==> config.mk <==
export PLATFORM = sky130hd
export DESIGN_NAME = fetch_unit
export DESIGN_NICKNAME = d
export VERILOG_FILES = /design/src/rtl/fetch_unit.sv
export SDC_FILE = /design/constraint.sdc
export NUM_CORES = 1
export LEC_CHECK = 0
export CORE_MARGIN = 2
export CORE_UTILIZATION = 37
export CTS_CLUSTER_DIAMETER = 40
export DETAILED_ROUTE_END_ITERATION = 10
export PLACE_DENSITY = 0.86
export SLEW_MARGIN = 20
export SYNTH_ARGS = -nofsm -noshare
export SYNTH_HDL_FRONTEND = slang
export SYNTH_SLANG_ARGS = --single-unit
export TNS_END_PERCENT = 50
==> constraint.sdc <==
create_clock -name clk -period 1.79 [get_ports clk]
set_input_delay 0.179 -clock clk [delete_from_list [all_inputs] [get_ports clk]]
set_output_delay 0.179 -clock clk [all_outputs]
set_load 0.01 [all_outputs]
==> src/rtl/fetch_unit.sv <==
// Instruction-fetch stage and IF/ID pipeline register with decode-stall hold buffer.
// Optional performance counters are enabled by defining FETCH_PERF_CNT_EN.
module fetch_unit (
    input  logic        clk,
    input  logic        reset,
    input  logic        StallF,
    input  logic        StallD,
    input  logic        FlushD,
    input  logic        redirect_D,
    input  logic [31:0] target_D,
    input  logic        mispredict_E,
    input  logic [31:0] restore_PC_E,
    output logic [31:0] imem_addr,
    output logic        imem_req,
    input  logic [31:0] imem_rdata,
    output logic [31:0] instr_D,
    output logic [31:0] PC_D,
    output logic [31:0] PCPlus4_D,
    output logic        valid_D,
    output logic [31:0] perf_fetch_cnt,
    output logic [31:0] perf_bubble_cnt
);

    localparam logic [31:0] RESET_PC  = 32'h0000_0000;
    localparam logic [31:0] NOP_INSTR = 32'h0000_0013;
    localparam logic [31:0] ALIGN_MASK = 32'hFFFF_FFFC;

    logic [31:0] pc_f_q, pc_f_d;
    logic [31:0] pc_d_q, pc_d_d;
    logic        valid_d_q, valid_d_d;
    logic        hold_valid_q, hold_valid_d;
    logic [31:0] hold_instr_q, hold_instr_d;

    always_comb begin
        pc_f_d = pc_f_q + 32'd4;
        if (mispredict_E) begin
            pc_f_d = restore_PC_E & ALIGN_MASK;
        end else if (StallF) begin
            pc_f_d = pc_f_q;
        end else if (redirect_D) begin
            pc_f_d = target_D & ALIGN_MASK;
        end
    end

    // A squash keeps PC_D so that a bubble still reports the last decode PC.
    always_comb begin
        pc_d_d    = pc_d_q;
        valid_d_d = valid_d_q;
        if (FlushD || mispredict_E) begin
            valid_d_d = 1'b0;
        end else if (!StallD) begin
            pc_d_d    = pc_f_q;
            valid_d_d = 1'b1;
        end
    end

    always_comb begin
        hold_valid_d = hold_valid_q;
        hold_instr_d = hold_instr_q;
        if (!StallD || FlushD || mispredict_E) begin
            hold_valid_d = 1'b0;
        end else if (valid_d_q && !hold_valid_q) begin
            hold_valid_d = 1'b1;
            hold_instr_d = imem_rdata;
        end
    end

    always_ff @(posedge clk) begin
        if (reset) begin
            pc_f_q       <= RESET_PC;
            pc_d_q       <= 32'h0;
            valid_d_q    <= 1'b0;
            hold_valid_q <= 1'b0;
            hold_instr_q <= NOP_INSTR;
        end else begin
            pc_f_q       <= pc_f_d;
            pc_d_q       <= pc_d_d;
            valid_d_q    <= valid_d_d;
            hold_valid_q <= hold_valid_d;
            hold_instr_q <= hold_instr_d;
        end
    end

    always_comb begin
        instr_D = imem_rdata;
        if (!valid_d_q) begin
            instr_D = NOP_INSTR;
        end else if (hold_valid_q) begin
            instr_D = hold_instr_q;
        end
    end

    assign imem_addr = pc_f_q;
    assign imem_req  = !reset;
    assign PC_D      = pc_d_q;
    assign PCPlus4_D = pc_d_q + 32'd4;
    assign valid_D   = valid_d_q;

`ifdef FETCH_PERF_CNT_EN
    logic [31:0] fetch_cnt_q, fetch_cnt_d;
    logic [31:0] bubble_cnt_q, bubble_cnt_d;

    always_comb begin
        fetch_cnt_d  = fetch_cnt_q;
        bubble_cnt_d = bubble_cnt_q;
        if (valid_d_q && !StallD) begin
            fetch_cnt_d = fetch_cnt_q + 32'd1;
        end
        if (!valid_d_q) begin
            bubble_cnt_d = bubble_cnt_q + 32'd1;
        end
    end

    always_ff @(posedge clk) begin
        if (reset) begin
            fetch_cnt_q  <= 32'h0;
            bubble_cnt_q <= 32'h0;
        end else begin
            fetch_cnt_q  <= fetch_cnt_d;
            bubble_cnt_q <= bubble_cnt_d;
        end
    end

    assign perf_fetch_cnt  = fetch_cnt_q;
    assign perf_bubble_cnt = bubble_cnt_q;
`else
    assign perf_fetch_cnt  = 32'h0;
    assign perf_bubble_cnt = 32'h0;
`endif

endmodule
==> impl_metrics.json, run 1 <==
{
  "synthFlopType": "dfxtp_1",
  "grt_pass1_vias": 6507,
  "r2r_start": "imem_addr[2]",
  "fmax_mhz": 430,
  "clkPwrFrac_pct": 35.2,
  "met1Wirelength_um": 9380,
  "hpwl_um": 17100,
  "leakage_nw": 3.95,
  "synth_cell_types": 63,
  "worst_pin_slew_ns": 0.586,
  "ir_drop_mv": 0.400,
  "synth.top_cell.area_share_pct": 32.4,
  "totalWireLength_um": 22500,
  "synth_most_common_cell": "nand2_1",
  "dpl_cell_area_mm2": 0.00924,
  "place_congestion": 0.912,
  "whs_path_depth": 2,
  "cts_buffers": 9,
  "die-area_mm2": 0.0174,
  "synth_area_mm2": 0.00605,
  "status": "finished, violations left",
  "clock-skew-final_ns": 0.00675,
  "num_vias": 6934,
  "core_area_mm2": 0.0159,
  "pin_count": 297,
  "nFillCells": 1418,
  "grt_overflow": 0,
  "synth_top_family_by_area": "simple AND/OR/NAND/NOR gates",
  "hold_ws_ns": 0.266,
  "hold_end": "imem_addr[18]",
  "synthXorXnorAreaFrac_pct": 5.79,
  "yosysTopAreaCell": "dfxtp_1",
  "drive_gt1_share_pct": 21.2,
  "fin_nets": 1220,
  "clock-sinks": 98,
  "sequentialPowerShare_pct": 42.7,
  "cellPowerDensity_mw_per_mm2": 561,
  "ys_async_sr_fraction_pct": 0,
  "slew_violations": 0,
  "intPower_mw": 3.84,
  "p_switching_mw": 1.56,
  "min_period_ns": 2.32,
  "clk_pin_slew_ns": 0.07,
  "antenna_found_initial": 1,
  "die_h_um": 132,
  "synth_commonest_cells": "nand2_1, dfxtp_1, a21oi_1, buf_4, nor2_1",
  "reg2reg_depth": 6,
  "p_sw_share_pct": 28.9,
  "synth-edff-count": 0,
  "ys_seq_area_share_pct": 32.4,
  "synthAdderAreaFrac_pct": 0.414,
  "dr.pass1.iters": 5,
  "yosys.area_share.simple_pct": 26.3,
  "setup.worst_path.end_class": "primary output",
  "holdBufCountCts": 0,
  "startpoint_type": "register",
  "grtUsageTotal_pct": 24.9,
  "avgSynthCellArea_um2": 7.53,
  "dr.max_layer_used": "met4",
  "worstHoldStart": "reset",
  "r2r-end": "imem_addr[26]",
  "hp-class": "input pin to register",
  "path_class": "register to primary output",
  "met3_wirelength_um": 1420,
  "r2r_slack_ns": 0.03,
  "yosys-mux-area-fraction_pct": 6.31,
  "root_buffer": "clkbuf_16",
  "crit_path_max_fanout": 3,
  "max_slew_margin_pct": 60.8,
  "cp_data_required_time_ns": 1.61,
  "port_buffers": 228,
  "rsz0062_at_grt": "yes",
  "ys_ff_latch": 98,
  "combPwrFrac_pct": 22.1,
  "worst_slack_ns": -0.534,
  "ant_nets": 0,
  "final_area_mm2": 0.00965,
  "crit_arrival_ns": 2.15,
  "die_w_um": 132,
  "synth_compound_area_share_pct": 16.1,
  "clockBufferDepth": 2,
  "setup_violations": 18,
  "grt_pass1_wl_um": 34900,
  "drc": 0,
  "clk_latency_ns": 0.35,
  "rows": 46,
  "grt_max_degree": 39,
  "failed_checks": "negative setup slack",
  "finalPower_mw": 5.41,
  "hold_violations": 0,
  "final_core_util_pct": 60.5,
  "syn_inst": 804,
  "cts_tree": "built",
  "synthTopCellsByArea": "dfxtp_1, nand2_1, buf_4, a21oi_1, mux2i_1",
  "syn_to_final_growth_pct": 59.4,
  "start_util_pct": 38.0,
  "cap_violations": 0,
  "wl_met2_um": 10800,
  "ys.warnings.count": 0,
  "drtIter0Drc": 562,
  "htree_num_levels": 3,
  "post-route-period-util_pct": 130,
  "avgRoutedWirePerCell_um": 16.8,
  "routed_via_density": 5.19
}
==> what timing repair did <==
| item | CTS | global route |
|---|---|---|
| buffers inserted | 4 | 3 |
| setup endpoints to repair | 62 | 42 |
| pin swaps | 12 | 9 |
| gates resized for setup | 140 | 28 |
| gates cloned | 2 | 0 |
==> registers in the layout, summed over array words and instances (netlist names) <==
| name | cells |
|---|---|
| PC_D | 32 |
| hold_instr_q | 32 |
| imem_addr | 32 |
| hold_valid_q | 1 |
| valid_D | 1 |
==> critical path: stages, from the launching register on <==
cell,delay (ns)
dfxtp_4,0.37
ha_4,0.13
inv_2,0.03
or4_4,0.55
nor2_4,0.18
buf_12,0.13
nand4_1,0.12
xnor2_2,0.16
buf_2,0.14
==> power groups by stage <==
| stage | Combinational [mW] | Sequential, mW | Clock, mW |
|---|---|---|---|
| after floorplan | 0.523 | 2.41 | 0 |
| after global placement | 1.18 | 2.36 | 0 |
| after detailed placement | 1.19 | 2.36 | 0 |
| after CTS | 1.18 | 2.31 | 1.92 |
| after global routing | 1.28 | 2.32 | 2.01 |
| final | 1.20 | 2.31 | 1.90 |
==> worst max-delay path by stage <==
stage | from | endpoint | slack (ns)
finish | PC_D[3] | PCPlus4_D[24] | -0.53
global route | PC_D[3] | PCPlus4_D[28] | -0.62
CTS | PC_D[3] | PCPlus4_D[28] | -0.57
detailed placement | PC_D[6] | PCPlus4_D[29] | -0.56
global placement | PC_D[6] | PCPlus4_D[24] | -0.49
floorplan | PC_D[9] | PCPlus4_D[24] | 0.004
==> per-layer routing <==
layer	vias up	global-route usage (%)
li1	3284	-
met1	3267	31.8
met2	327	41.4
met3	56	3.73
met4	0	11.1
met5	-	0
==> metrics by stage <==
step | cells | setup slack [ns] | TNS, ns
2_1_floorplan | 867 | 0.00433 | 0
3_3_place_gp | 1311 | -0.486 | -8.02
3_5_place_dp | 1311 | -0.556 | -10.69
4_1_cts | 1333 | -0.567 | -7.02
5_1_grt | 1337 | -0.621 | -9.11
6_report | 1337 | -0.534 | -6.90
==> cell type report <==
type | count | area, µm² | share of cell area [%]
antenna | 1 | 2.50 | 0.0259
clock buffer | 11 | 243 | 2.52
clock inverter | 5 | 37.5 | 0.389
inverter | 12 | 45.0 | 0.467
multi-input combinational | 637 | 3750 | 38.9
sequential | 98 | 2000 | 20.7
tap | 216 | 270 | 2.80
timing repair buffer | 357 | 3300 | 34.2
==> logic make-up (layout without fill, tap and decap cells) <==
group           count (synthesis)  count (layout)
fa+ha+maj                       2               2
flops                          98              98
simple gates                  331             331
buf+inv                       132             385
mux                            38              38
compound gates                162             162
other cells                     1              65
xor+xnor                       40              40
==> placed cells by master (no fill, tap or decap), types with 8 or more instances in the layout <==
cell / instances
nand2_1: 167
clkdlybuf4s50_1: 167
buf_4: 112
dfxtp_1: 81
a21oi_1: 80
conb_1: 64
nor2_1: 50
mux2i_1: 36
dlygate4sd2_1: 36
nand3_1: 26
o21ai_0: 24
xnor2_1: 21
buf_2: 20
o22ai_1: 16
nand4_1: 13
buf_12: 12
and3_1: 11
dfxtp_2: 10
xnor2_2: 9
xor2_1: 9
clkbuf_16: 9
a221o_1: 8
No activity file was read; power rests on OpenSTA's default activity.
==> run 2: changes to the inputs <==
Settings changed: CORE_MARGIN 2 to 3.
==> impl_metrics.json, run 2 (synthesis gave the netlist of run 1 again) <==
{
  "status": "finished, violations left",
  "failed_checks": "negative setup slack",
  "avgRoutedWirePerCell_um": 17.0,
  "r2r-end": "imem_addr[18]",
  "port_buffers": 228,
  "grt_max_degree": 42,
  "leakage_nw": 4.02,
  "htree_num_levels": 3,
  "ir_drop_mv": 0.420,
  "drive_gt1_share_pct": 22.0,
  "final_area_mm2": 0.00966,
  "rows": 46,
  "clock-skew-final_ns": 0.00893,
  "startpoint_type": "register",
  "holdBufCountCts": 0,
  "nFillCells": 1364,
  "dpl_cell_area_mm2": 0.00917,
  "syn_to_final_growth_pct": 59.7,
  "whs_path_depth": 2,
  "fin_nets": 1226,
  "hold_violations": 0,
  "worst_pin_slew_ns": 0.891,
  "cts_tree": "built",
  "crit_arrival_ns": 2.13,
  "slew_violations": 0,
  "layout_common_cells": "clkdlybuf4s50_1, nand2_1, buf_4",
  "die-area_mm2": 0.0179,
  "hp-class": "input pin to register",
  "clock-sinks": 98,
  "cellPowerDensity_mw_per_mm2": 564,
  "worstHoldStart": "reset",
  "place_congestion": 0.902,
  "antenna_found_initial": 2,
  "hold_ws_ns": 0.159,
  "cpPeakStageDelay_ns": 0.55,
  "totalWireLength_um": 22800,
  "min_period_ns": 2.30,
  "cts_buffers": 9,
  "max_slew_margin_pct": 40.5,
  "drtIter0Drc": 597,
  "stdcell_count": 1344,
  "routed_via_density": 5.17,
  "final_core_util_pct": 60.6,
  "path_cells": "ha_4 > inv_2 > or4_4 > nor4_4 > buf_4 > nand2_4 > xnor2_2 > buf_2",
  "worst_slack_ns": -0.514,
  "drc": 0,
  "cp_data_required_time_ns": 1.61,
  "clockBufferDepth": 2,
  "slowest_stage": "or4_4",
  "root_buffer": "clkbuf_16",
  "setup_violations": 19,
  "pin_count": 297,
  "hpwl_um": 17500,
  "start_util_pct": 38.0,
  "post-route-period-util_pct": 129,
  "cap_violations": 0,
  "finalSetupTns_ns": -6.46,
  "setup.worst_path.end_class": "primary output",
  "fmax_mhz": 434,
  "dp_cells": 1309,
  "grt_overflow": 0,
  "r2r_slack_ns": -0.02,
  "num_vias": 6949,
  "r2r_start": "imem_addr[2]",
  "dr.pass1.iters": 5,
  "finalPower_mw": 5.45,
  "grt_pass1_wl_um": 34300,
  "die_h_um": 134,
  "path_class": "register to primary output",
  "final_common_cell": "clkdlybuf4s50_1",
  "ant_nets": 0,
  "rsz0062_at_grt": "yes",
  "pre_cts_ws_ns": -0.564,
  "crit_path_max_fanout": 3,
  "reg2reg_depth": 6,
  "clk_pin_slew_ns": 0.07,
  "hold_end": "imem_addr[15]",
  "grt_pass1_vias": 6631,
  "clk_latency_ns": 0.35,
  "die_w_um": 134,
  "grtUsageTotal_pct": 23.8,
  "core_area_mm2": 0.0159
}
run 2: cell types whose count changed in the layout (fill, tap and decap cells not counted), moves of 3 or more:
cell,before,now
buf_4,112,119
buf_6,3,9
buf_12,12,7
dlygate4sd2_1,36,31
buf_2,20,24
nand2_1,167,163
clkinvlp_4,3,0
run 2: worst max path at each step:
stage / from / cells past startpoint / slack [ns] / endpoint
after global placement: PC_D[6] / 6 / -0.49 / PCPlus4_D[24]
final: PC_D[2] / 8 / -0.51 / PCPlus4_D[30]
after global routing: PC_D[2] / 8 / -0.62 / PCPlus4_D[26]
after CTS: PC_D[2] / 8 / -0.57 / PCPlus4_D[26]
after detailed placement: PC_D[6] / 6 / -0.56 / PCPlus4_D[24]
after floorplan: PC_D[9] / 5 / 0.004 / PCPlus4_D[24]
run 2: per-layer routing:
metal | up-vias | wire length [µm] | GRT usage, %
met3 | 57 | 1740 | 4.84
met2 | 345 | 11300 | 40.5
li1 | 3299 | - | -
met1 | 3248 | 8970 | 29.2
met5 | - | 0 | 0
met4 | 0 | 795 | 10.6
run 2: report_power, final:
group          total [mW]  internal [mW]  switching [mW]
Combinational        1.17          0.604           0.571
Sequential           2.33           2.24          0.0823
Clock                1.95           1.09           0.862
run 2: layout make-up:
type / instances / area (µm²) / area share (%)
inverter: 12 / 45.0 / 0.466
sequential: 98 / 2000 / 20.7
clock inverter: 6 / 63.8 / 0.660
tap: 216 / 270 / 2.80
timing repair buffer: 363 / 3250 / 33.7
clock buffer: 10 / 229 / 2.37
antenna: 2 / 5.00 / 0.0518
multi-input combinational: 637 / 3800 / 39.3
run 2: worst max-delay path, delay by kind of cell (launching register included):
family / cells / cell delay [ns]
buf+inv: 3 / 0.36
simple gates: 3 / 0.78
xor+xnor: 1 / 0.12
fa+ha+maj: 1 / 0.14
flops: 1 / 0.37
run 2: what timing repair did:
action	4_1_cts	5_1_grt
buffers inserted	8	10
gates cloned	0	0
resized for setup	156	38
pin swaps	18	14
endpoints found under the setup margin	62	45
==> run 3: changes to the inputs <==
Settings changed: SETUP_SLACK_MARGIN set to 0.05, SKIP_LAST_GASP set to 1.
==> impl_metrics.json, run 3 (synthesis gave the netlist of run 1 again) <==
{
  "worst_pin_slew_ns": 0.980,
  "grtUsageTotal_pct": 23.8,
  "slowest_stage": "or4_4",
  "setup.worst_path.end_class": "primary output",
  "cts_buffers": 9,
  "drc": 0,
  "clk_pin_slew_ns": 0.07,
  "rsz0062_at_grt": "yes",
  "root_buffer": "clkbuf_16",
  "max_slew_margin_pct": 34.5,
  "stdcell_count": 1354,
  "hold_ws_ns": 0.125,
  "routed_via_density": 5.19,
  "crit_path_max_fanout": 4,
  "antenna_found_initial": 0,
  "clock-skew-final_ns": 0.00458,
  "htree_num_levels": 3,
  "grt_pass1_wl_um": 34500,
  "clockBufferDepth": 2,
  "startpoint_type": "register",
  "cp_data_required_time_ns": 1.61,
  "die-area_mm2": 0.0179,
  "final_common_cell": "clkdlybuf4s50_1",
  "layout_common_cells": "clkdlybuf4s50_1, nand2_1, buf_4",
  "slew_violations": 0,
  "fin_nets": 1238,
  "path_delay_family": "simple AND/OR/NAND/NOR gates",
  "die_w_um": 134,
  "worst_slack_ns": -0.513,
  "status": "finished, violations left",
  "totalWireLength_um": 22900,
  "met1Wirelength_um": 9140,
  "antenna_cells": 0,
  "r2r_slack_ns": -0.01,
  "hp-class": "input pin to register",
  "ant_nets": 0,
  "post-route-period-util_pct": 129,
  "hold_violations": 0,
  "syn_to_final_growth_pct": 61.8,
  "drive_gt1_share_pct": 21.5,
  "pin_count": 297,
  "worstHoldStart": "reset",
  "dr.max_layer_used": "met4",
  "drtIter0Drc": 598,
  "hold_end": "imem_addr[2]",
  "clock-sinks": 98,
  "leakage_nw": 4.18,
  "final_core_util_pct": 61.4,
  "critPathBufInv": 3,
  "core_area_mm2": 0.0159,
  "r2r_start": "imem_addr[4]",
  "hpwl_um": 17400,
  "pre_cts_ws_ns": -0.489,
  "cts_tree": "built",
  "num_vias": 7024,
  "place_congestion": 0.896,
  "grt_overflow": 0,
  "path_class": "register to primary output",
  "rows": 46,
  "finalSetupTns_ns": -8.13,
  "cellPowerDensity_mw_per_mm2": 578,
  "min_period_ns": 2.30,
  "crit_arrival_ns": 2.12,
  "die_h_um": 134,
  "clk_latency_ns": 0.36,
  "whs_path_depth": 2,
  "cap_violations": 0,
  "r2r-end": "imem_addr[31]",
  "fmax_mhz": 434,
  "cpPeakStageDelay_ns": 0.52,
  "failed_checks": "negative setup slack",
  "ir_drop_mv": 0.383,
  "port_buffers": 228,
  "wl_met2_um": 11500,
  "holdBufCountCts": 0,
  "dr.pass1.iters": 5,
  "grt_max_degree": 41,
  "finalPower_mw": 5.66,
  "dpl_cell_area_mm2": 0.00923,
  "dp_cells": 1314,
  "avgRoutedWirePerCell_um": 16.9,
  "met3_wirelength_um": 1650,
  "reg2reg_depth": 6,
  "start_util_pct": 38.0,
  "grt_pass1_vias": 6622,
  "final_area_mm2": 0.00979,
  "path_cells": "ha_4 > inv_2 > or4_4 > nor2_4 > buf_6 > nand4_1 > xnor2_2 > buf_2",
  "setup_violations": 33
}
==> run 3: where the power goes <==
group / total [mW] / switching (mW) / internal, mW
Clock: 2.16 / 0.922 / 1.24
Combinational: 1.19 / 0.574 / 0.612
Sequential: 2.31 / 0.0762 / 2.24
==> run 3: how the worst max path moves through the flow <==
stage                     startpoint            end  slack, ns  depth (start not counted)
after detailed placement    PC_D[11]  PCPlus4_D[24]      -0.49                          6
after floorplan              PC_D[6]  PCPlus4_D[24]       0.03                          5
final                        PC_D[3]  PCPlus4_D[24]      -0.51                          8
after global placement       PC_D[7]  PCPlus4_D[24]      -0.47                          6
after CTS                    PC_D[7]  PCPlus4_D[30]      -0.50                          6
after global routing         PC_D[3]  PCPlus4_D[24]      -0.58                          8
==> run 3: cell type report <==
cell class                      count  area, µm²
Sequential cell                    98       2010
Timing Repair Buffer              375       3420
Fill cell                        1367       6150
Multi-Input combinational cell    637       3720
Clock inverter                      7        103
Clock buffer                        9        225
Tap cell                          216        270
Inverter                           12       45.0
==> run 3: repair_timing <==
item                                    CTS  global route
cloned                                    0             1
gates resized for setup                 122            33
pin swaps                                21             8
endpoints found under the setup margin   63            76
setup buffers                             9            14
==> run 3: worst reg2reg max path, delay by kind of cell, from the launching register on <==
family	cells	cell delay (ns)
AND/OR/NAND/NOR	3	0.51
AO/OA/AOI/OAI	2	0.47
flip-flops	1	0.50
buffers and inverters	1	0.20
==> run 3: layer usage <==
layer  vias up  GRT usage (%)
li1       3336              -
met1      3278           29.7
met2       354           41.1
met3        56           4.24
met4         0           8.74
met5         -              0
